==> config.mk <==
export PLATFORM = sky130hd
export DESIGN_NAME = instr_encoder
export DESIGN_NICKNAME = d
export VERILOG_FILES = /design/src/rtl/rv_enc_pkg.sv /design/src/rtl/imm_packer.sv /design/src/rtl/instr_encoder.sv
export SDC_FILE = /design/constraint.sdc
export NUM_CORES = 1
export LEC_CHECK = 0
export CAP_MARGIN = 20
export CELL_PAD_IN_SITES_DETAIL_PLACEMENT = 1
export CELL_PAD_IN_SITES_GLOBAL_PLACEMENT = 2
export CORE_MARGIN = 10
export CORE_UTILIZATION = 29
export CTS_CLUSTER_SIZE = 24
export DETAILED_ROUTE_END_ITERATION = 7
export GPL_ROUTABILITY_DRIVEN = 0
export GPL_TIMING_DRIVEN = 0
export PLACE_DENSITY = 0.94
export SETUP_SLACK_MARGIN = 0.5
export SYNTH_ARGS = -nofsm -noshare
export SYNTH_HDL_FRONTEND = slang
export SYNTH_HIERARCHICAL = 1
export SYNTH_SLANG_ARGS = --single-unit
==> constraint.sdc <==
create_clock -name clk -period 5.4 [get_ports clk]
set_clock_uncertainty 0.15 [all_clocks]
set_input_delay 0.81 -clock clk [delete_from_list [all_inputs] [get_ports clk]]
set_output_delay 0.81 -clock clk [all_outputs]
set_load 0.02 [all_outputs]
==> src/rtl/rv_enc_pkg.sv <==
// Shared RV32I encoder definitions: opcodes, field-bundle kind codes, loader FSM states.
// The opcode values are the same ones the core's control decoder matches against.
package rv_enc_pkg;

    localparam logic [6:0] OP_R   = 7'b0110011;
    localparam logic [6:0] OP_I   = 7'b0010011;
    localparam logic [6:0] OP_LW  = 7'b0000011;
    localparam logic [6:0] OP_SW  = 7'b0100011;
    localparam logic [6:0] OP_BEQ = 7'b1100011;
    localparam logic [6:0] OP_JAL = 7'b1101111;

    localparam logic [2:0] F3_WORD = 3'b010;
    localparam logic [2:0] F3_BEQ  = 3'b000;

    // Codes 6 and 7 are deliberately left out; they are rejected as illegal kinds.
    typedef enum logic [2:0] {
        KIND_R   = 3'd0,
        KIND_I   = 3'd1,
        KIND_LW  = 3'd2,
        KIND_SW  = 3'd3,
        KIND_BEQ = 3'd4,
        KIND_JAL = 3'd5
    } kind_e;

    typedef enum logic [1:0] {
        ST_IDLE,
        ST_RUN,
        ST_FULL
    } state_e;

    function automatic logic imm_fits(input logic [31:0] imm,
                                      input logic signed [31:0] lo,
                                      input logic signed [31:0] hi);
        return ($signed(imm) >= lo) && ($signed(imm) <= hi);
    endfunction

endpackage

==> src/rtl/imm_packer.sv <==
// Combinational immediate scatter: places in_imm bits where each format expects them
// and flags whether the immediate is representable (range and alignment).
module imm_packer
    import rv_enc_pkg::*;
(
    input  logic [2:0]  kind,
    input  logic [31:0] imm,
    output logic [31:0] placed,
    output logic        in_range
);

    // Non-immediate bit positions stay zero so the top can OR in its fixed fields.
    always_comb begin
        placed   = '0;
        in_range = 1'b0;
        case (kind)
            KIND_R: begin
                in_range = 1'b1;
            end
            KIND_I, KIND_LW: begin
                placed   = {imm[11:0], 20'b0};
                in_range = imm_fits(imm, -32'sd2048, 32'sd2047);
            end
            KIND_SW: begin
                placed   = {imm[11:5], 13'b0, imm[4:0], 7'b0};
                in_range = imm_fits(imm, -32'sd2048, 32'sd2047);
            end
            KIND_BEQ: begin
                placed   = {imm[12], imm[10:5], 13'b0, imm[4:1], imm[11], 7'b0};
                in_range = imm_fits(imm, -32'sd4096, 32'sd4094) && !imm[0];
            end
            KIND_JAL: begin
                placed   = {imm[20], imm[10:1], imm[11], imm[19:12], 12'b0};
                in_range = imm_fits(imm, -32'sd1048576, 32'sd1048574) && !imm[0];
            end
            default: begin
                in_range = 1'b0;
            end
        endcase
    end

endmodule

==> src/rtl/instr_encoder.sv <==
// Streaming RV32I instruction encoder and instruction-memory loader.
// Accepts field bundles, packs machine words and writes them to consecutive word addresses.
module instr_encoder
    import rv_enc_pkg::*;
#(
    parameter int               ADDR_W    = 8,
    parameter logic [ADDR_W-1:0] BASE_ADDR = '0
) (
    input  logic              clk,
    input  logic              reset,
    input  logic              start,
    input  logic              in_valid,
    output logic              in_ready,
    input  logic [2:0]        in_kind,
    input  logic [4:0]        in_rd,
    input  logic [4:0]        in_rs1,
    input  logic [4:0]        in_rs2,
    input  logic [2:0]        in_funct3,
    input  logic              in_funct7b5,
    input  logic [31:0]       in_imm,
    output logic              imem_we,
    output logic [ADDR_W-1:0] imem_addr,
    output logic [31:0]       imem_wd,
    output logic              full,
    output logic              err,
    output logic [ADDR_W:0]   word_count
);

    localparam logic [ADDR_W-1:0] LAST_ADDR = '1;

    state_e            state;
    state_e            state_next;
    logic [ADDR_W-1:0] next_addr;
    logic [31:0]       placed;
    logic              in_range;
    logic [31:0]       word;
    logic              transfer;
    logic              accept;
    logic              reject;
    logic              hit_last;

    imm_packer u_imm_packer (
        .kind     (in_kind),
        .imm      (in_imm),
        .placed   (placed),
        .in_range (in_range)
    );

    assign in_ready = (state == ST_RUN) && !start;
    assign transfer = in_valid && in_ready;
    assign accept   = transfer && in_range;
    assign reject   = transfer && !in_range;
    assign hit_last = accept && (next_addr == LAST_ADDR);

    // Fixed fields per format; immediate bits arrive pre-placed from imm_packer.
    always_comb begin
        word = placed;
        case (in_kind)
            KIND_R:   word = {1'b0, in_funct7b5, 5'b0, in_rs2, in_rs1, in_funct3, in_rd, OP_R};
            KIND_I:   word = placed | {12'b0, in_rs1, in_funct3, in_rd, OP_I};
            KIND_LW:  word = placed | {12'b0, in_rs1, F3_WORD, in_rd, OP_LW};
            KIND_SW:  word = placed | {7'b0, in_rs2, in_rs1, F3_WORD, 5'b0, OP_SW};
            KIND_BEQ: word = placed | {7'b0, in_rs2, in_rs1, F3_BEQ, 5'b0, OP_BEQ};
            KIND_JAL: word = placed | {20'b0, in_rd, OP_JAL};
            default:  word = placed;
        endcase
    end

    always_comb begin
        state_next = state;
        if (start) begin
            state_next = ST_RUN;
        end else if ((state == ST_RUN) && hit_last) begin
            state_next = ST_FULL;
        end
    end

    always_ff @(posedge clk or posedge reset) begin
        if (reset) begin
            state <= ST_IDLE;
        end else begin
            state <= state_next;
        end
    end

    // The address never wraps: after the last word it parks and FULL blocks input.
    always_ff @(posedge clk or posedge reset) begin
        if (reset) begin
            imem_we    <= 1'b0;
            imem_addr  <= BASE_ADDR;
            imem_wd    <= '0;
            next_addr  <= BASE_ADDR;
            full       <= 1'b0;
            err        <= 1'b0;
            word_count <= '0;
        end else begin
            imem_we <= accept;
            if (start) begin
                imem_addr  <= BASE_ADDR;
                next_addr  <= BASE_ADDR;
                full       <= 1'b0;
                err        <= 1'b0;
                word_count <= '0;
            end else begin
                if (accept) begin
                    imem_addr  <= next_addr;
                    imem_wd    <= word;
                    word_count <= word_count + (ADDR_W+1)'(1);
                    if (hit_last) begin
                        full <= 1'b1;
                    end else begin
                        next_addr <= next_addr + ADDR_W'(1);
                    end
                end
                if (reject) begin
                    err <= 1'b1;
                end
            end
        end
    end

endmodule
==> summary.md <==
| Metric | Value |
|---|---|
| Net Sw Power | `0.466 mW` |
| I/O Buffers | `110` |
| CTS Buf Count | `9` |
| Final worst path period need | `3800 ps` |
| Routed vias/inst | `5.10` |
| Pleak | `2.13 nW` |
| Sw Share | `29.0%` |
| Fmax | `263 MHz` |
| Area contributors post-synth | `dfrtp_1 (46%), nor2_1 (6.3%), nand2_1 (6.2%), a221oi_1 (3.3%), and2_1 (3.3%)` |
| Sequential cell area fraction in the yosys report | `45.6%` |
| DP Cell Count | `651` |
| Cell internal pwr | `1.14 mW` |
| Commonest cells post-synth | `dfrtp_1 (62), nor2_1 (57), nand2_1 (56), a21oi_1 (20), nand3_1 (20)` |
| Total number of vias | `3405` |
| Post-synth EDFFs | `0` |
| CTS Sinks | `62` |
| Maximum fanout along the worst path | `10` |
| Ys async rst share | `100%` |
| Critical path type | `in -> reg` |
| Flop pwr share | `35.3%` |
| Worst-path cell chain | `clkdlybuf4s50_1 > buf_6 > nand2b_4 > or4_4 > a32oi_1 > o21ai_1 > a21o_1 > clkbuf_1 > nand2_1 > clkbuf_1 > nand3_1 > nand2_1` |
| Most common flop cell mapped by yosys | `dfrtp_1` |
| Total GRT Usage | `15.1%` |
| Fin. max-slew vios | `0` |
| Clock Power Share | `39.3%` |
| Worst Tran Pin Value | `753 ps` |
| Ant. Diodes | `0` |
| Chip Width | `128 um` |
| Share of post-route cells with drive strength above 1 | `8.97%` |
| Req. time, crit path | `5510 ps` |
| Final #Nets | `579` |
| RSZ-0062 raised after global routing | `false` |
| Mapped Area | `3410 um^2` |
| PD cells | `318 nW/um^2` |
| Clk root buf | `clkbuf_16` |
| Grt total ovfl | `0` |
| Vias in the first global route | `3728` |
| Die ar. | `16500 um^2` |
| Synth Register Bits | `62` |
| Fill cells | `1368` |
| Setup Buffers After CTS | `0` |
| Skew-Pair Late Insertion Delay | `330 ps` |
| Drt first pass iters | `4` |
| # setup viols final | `0` |
| Cts hold-fix bufs | `0` |
| Finished Layout Cells | `667` |
| Post-CTS Resized | `0` |
| Crit start category | `input pin` |
| Area growth from synthesis to layout | `48.3%` |
| Fin. Hold Viols | `0` |
| WL final | `12.6 mm` |
| Yosys top cell by area | `dfrtp_1` |
| Slew HR | `49.7%` |
| DRC Markers | `0` |
| Clock-pin slew on the worst setup and hold paths | `60 ps` |
| Synth warn | `6` |
| Largest net degree at the start of global routing | `35` |
| Initial antenna violation count | `0` |
| Hold path depth | `2` |
| Clock Path Buffers | `2` |
| Syn Inst Count | `391` |
| Setup TNS | `0 ps` |
| Core Region | `11500 um^2` |
| Max incr delay on CP | `580 ps` |
| Initial drt markers | `167` |
| Die height | `128 um` |
| Top cell type's share of synthesized area | `45.6%` |
| Status | `complete, no violations` |
| Detail Placement HPWL | `9.94 mm` |
| First-pass GRT wire length | `19.9 mm` |
| Period utilization | `70.3%` |
| Distinct cells, synth | `54` |
| VDD IR-drop max | `0.152 mV` |
| Hold Path Class | `reg -> reg` |
| Antenna viol nets, final | `0` |
| Worst EP arrival | `3910 ps` |
| CTS tree | `done` |
| Most common cell in the netlist | `dfrtp_1` |
| Combinational share of power | `25.4%` |
| Worst reg2reg path depth | `4` |
| Mean Syn Cell Area | `8.71 um^2` |
| Max-cap violations | `0` |
| I/O pin total | `111` |
| CP max stage cell | `clkdlybuf4s50_1` |
| Initial Util | `29.7%` |
| H-tree levels | `3` |
| Setup crit end kind | `register` |
| WL/cell | `18.8 um` |
| Row Count | `39` |
==> layout by cell type, fill, tap and decap left out, types with 9 or more instances in the layout <==
cell type,n
a21oi_1,20
and2_1,18
nor3_1,13
a221oi_1,13
nor2_1,57
dfrtp_1,62
o21ai_0,12
nand2_1,56
clkbuf_16,9
nand3_1,20
clkdlybuf4s50_1,110
==> final timing paths <==
path | start | end | slack (ps)
max | in_kind[0] | imem_addr[7] | 1600
max in group asynchronous | reset | imem_wd[22] | 3680
min reg2reg | imem_wd[26] | imem_wd[26] | 320
min | imem_wd[26] | imem_wd[26] | 320
max reg2reg | state[1] | next_addr[1] | 3550
min in group asynchronous | reset | imem_wd[8] | 790
==> routing by layer <==
| layer | wire length (um) | GRT usage (%) |
|---|---|---|
| met1 | 5150 | 17.1 |
| met2 | 6300 | 26.4 |
| met3 | 960 | 5.54 |
| met4 | 145 | 3.64 |
| met5 | 0 | 0 |
==> critical path, delay by kind of cell <==
family          cells  cell delay, ps
simple gates        5            1160
compound gates      3             520
buf+inv             4            1410
==> final cells by class <==
type | count | area (um^2) | share of cell area (%)
clock inverter | 6 | 85.1 | 1.68
tap | 143 | 179 | 3.54
inverter | 10 | 37.5 | 0.743
sequential | 62 | 1550 | 30.7
buffer | 28 | 174 | 3.44
timing repair buffer | 111 | 1120 | 22.2
multi-input combinational | 297 | 1670 | 33.0
clock buffer | 10 | 239 | 4.73
==> power groups by stage <==
stage / sequential [mW] / clock (mW) / combinational, mW
finish: 0.566 / 0.631 / 0.408
global route: 0.574 / 0.664 / 0.441
CTS: 0.567 / 0.642 / 0.417
detailed placement: 0.574 / 0 / 0.416
global placement: 0.573 / 0 / 0.404
floorplan: 0.645 / 0 / 0.110
==> cell families after synthesis <==
family	Yosys count	synth area share [%]
other cells	1	0.110
xor+xnor	8	2.06
flops	62	45.6
simple gates	204	29.6
compound gates	70	13.9
mux	6	1.80
fa+ha+maj	2	0.735
buf+inv	38	6.21
==> stage by stage <==
step / cell area [um^2] / total power [mW] / setup WS (ps) / util, % / hold WS, ps
floorplan: 3430 / 0.755 / 2430 / - / 329
global placement: 4710 / 0.977 / 1420 / 41.1 / 308
detailed placement: 4730 / 0.989 / 1290 / 41.2 / 310
CTS: 5050 / 1.63 / 1610 / 44.1 / 322
global route: 5050 / 1.68 / 1410 / 44.1 / 346
finish: 5050 / 1.60 / 1600 / 44.1 / 316
==> flip-flops by register name, indices dropped and copies added (netlist names) <==
| name | cells |
|---|---|
| err | 1 |
| full | 1 |
| imem_addr | 8 |
| imem_wd | 32 |
| imem_we | 1 |
| next_addr | 8 |
| state | 2 |
| word_count | 9 |
No activity file was read; power rests on OpenSTA's default activity.
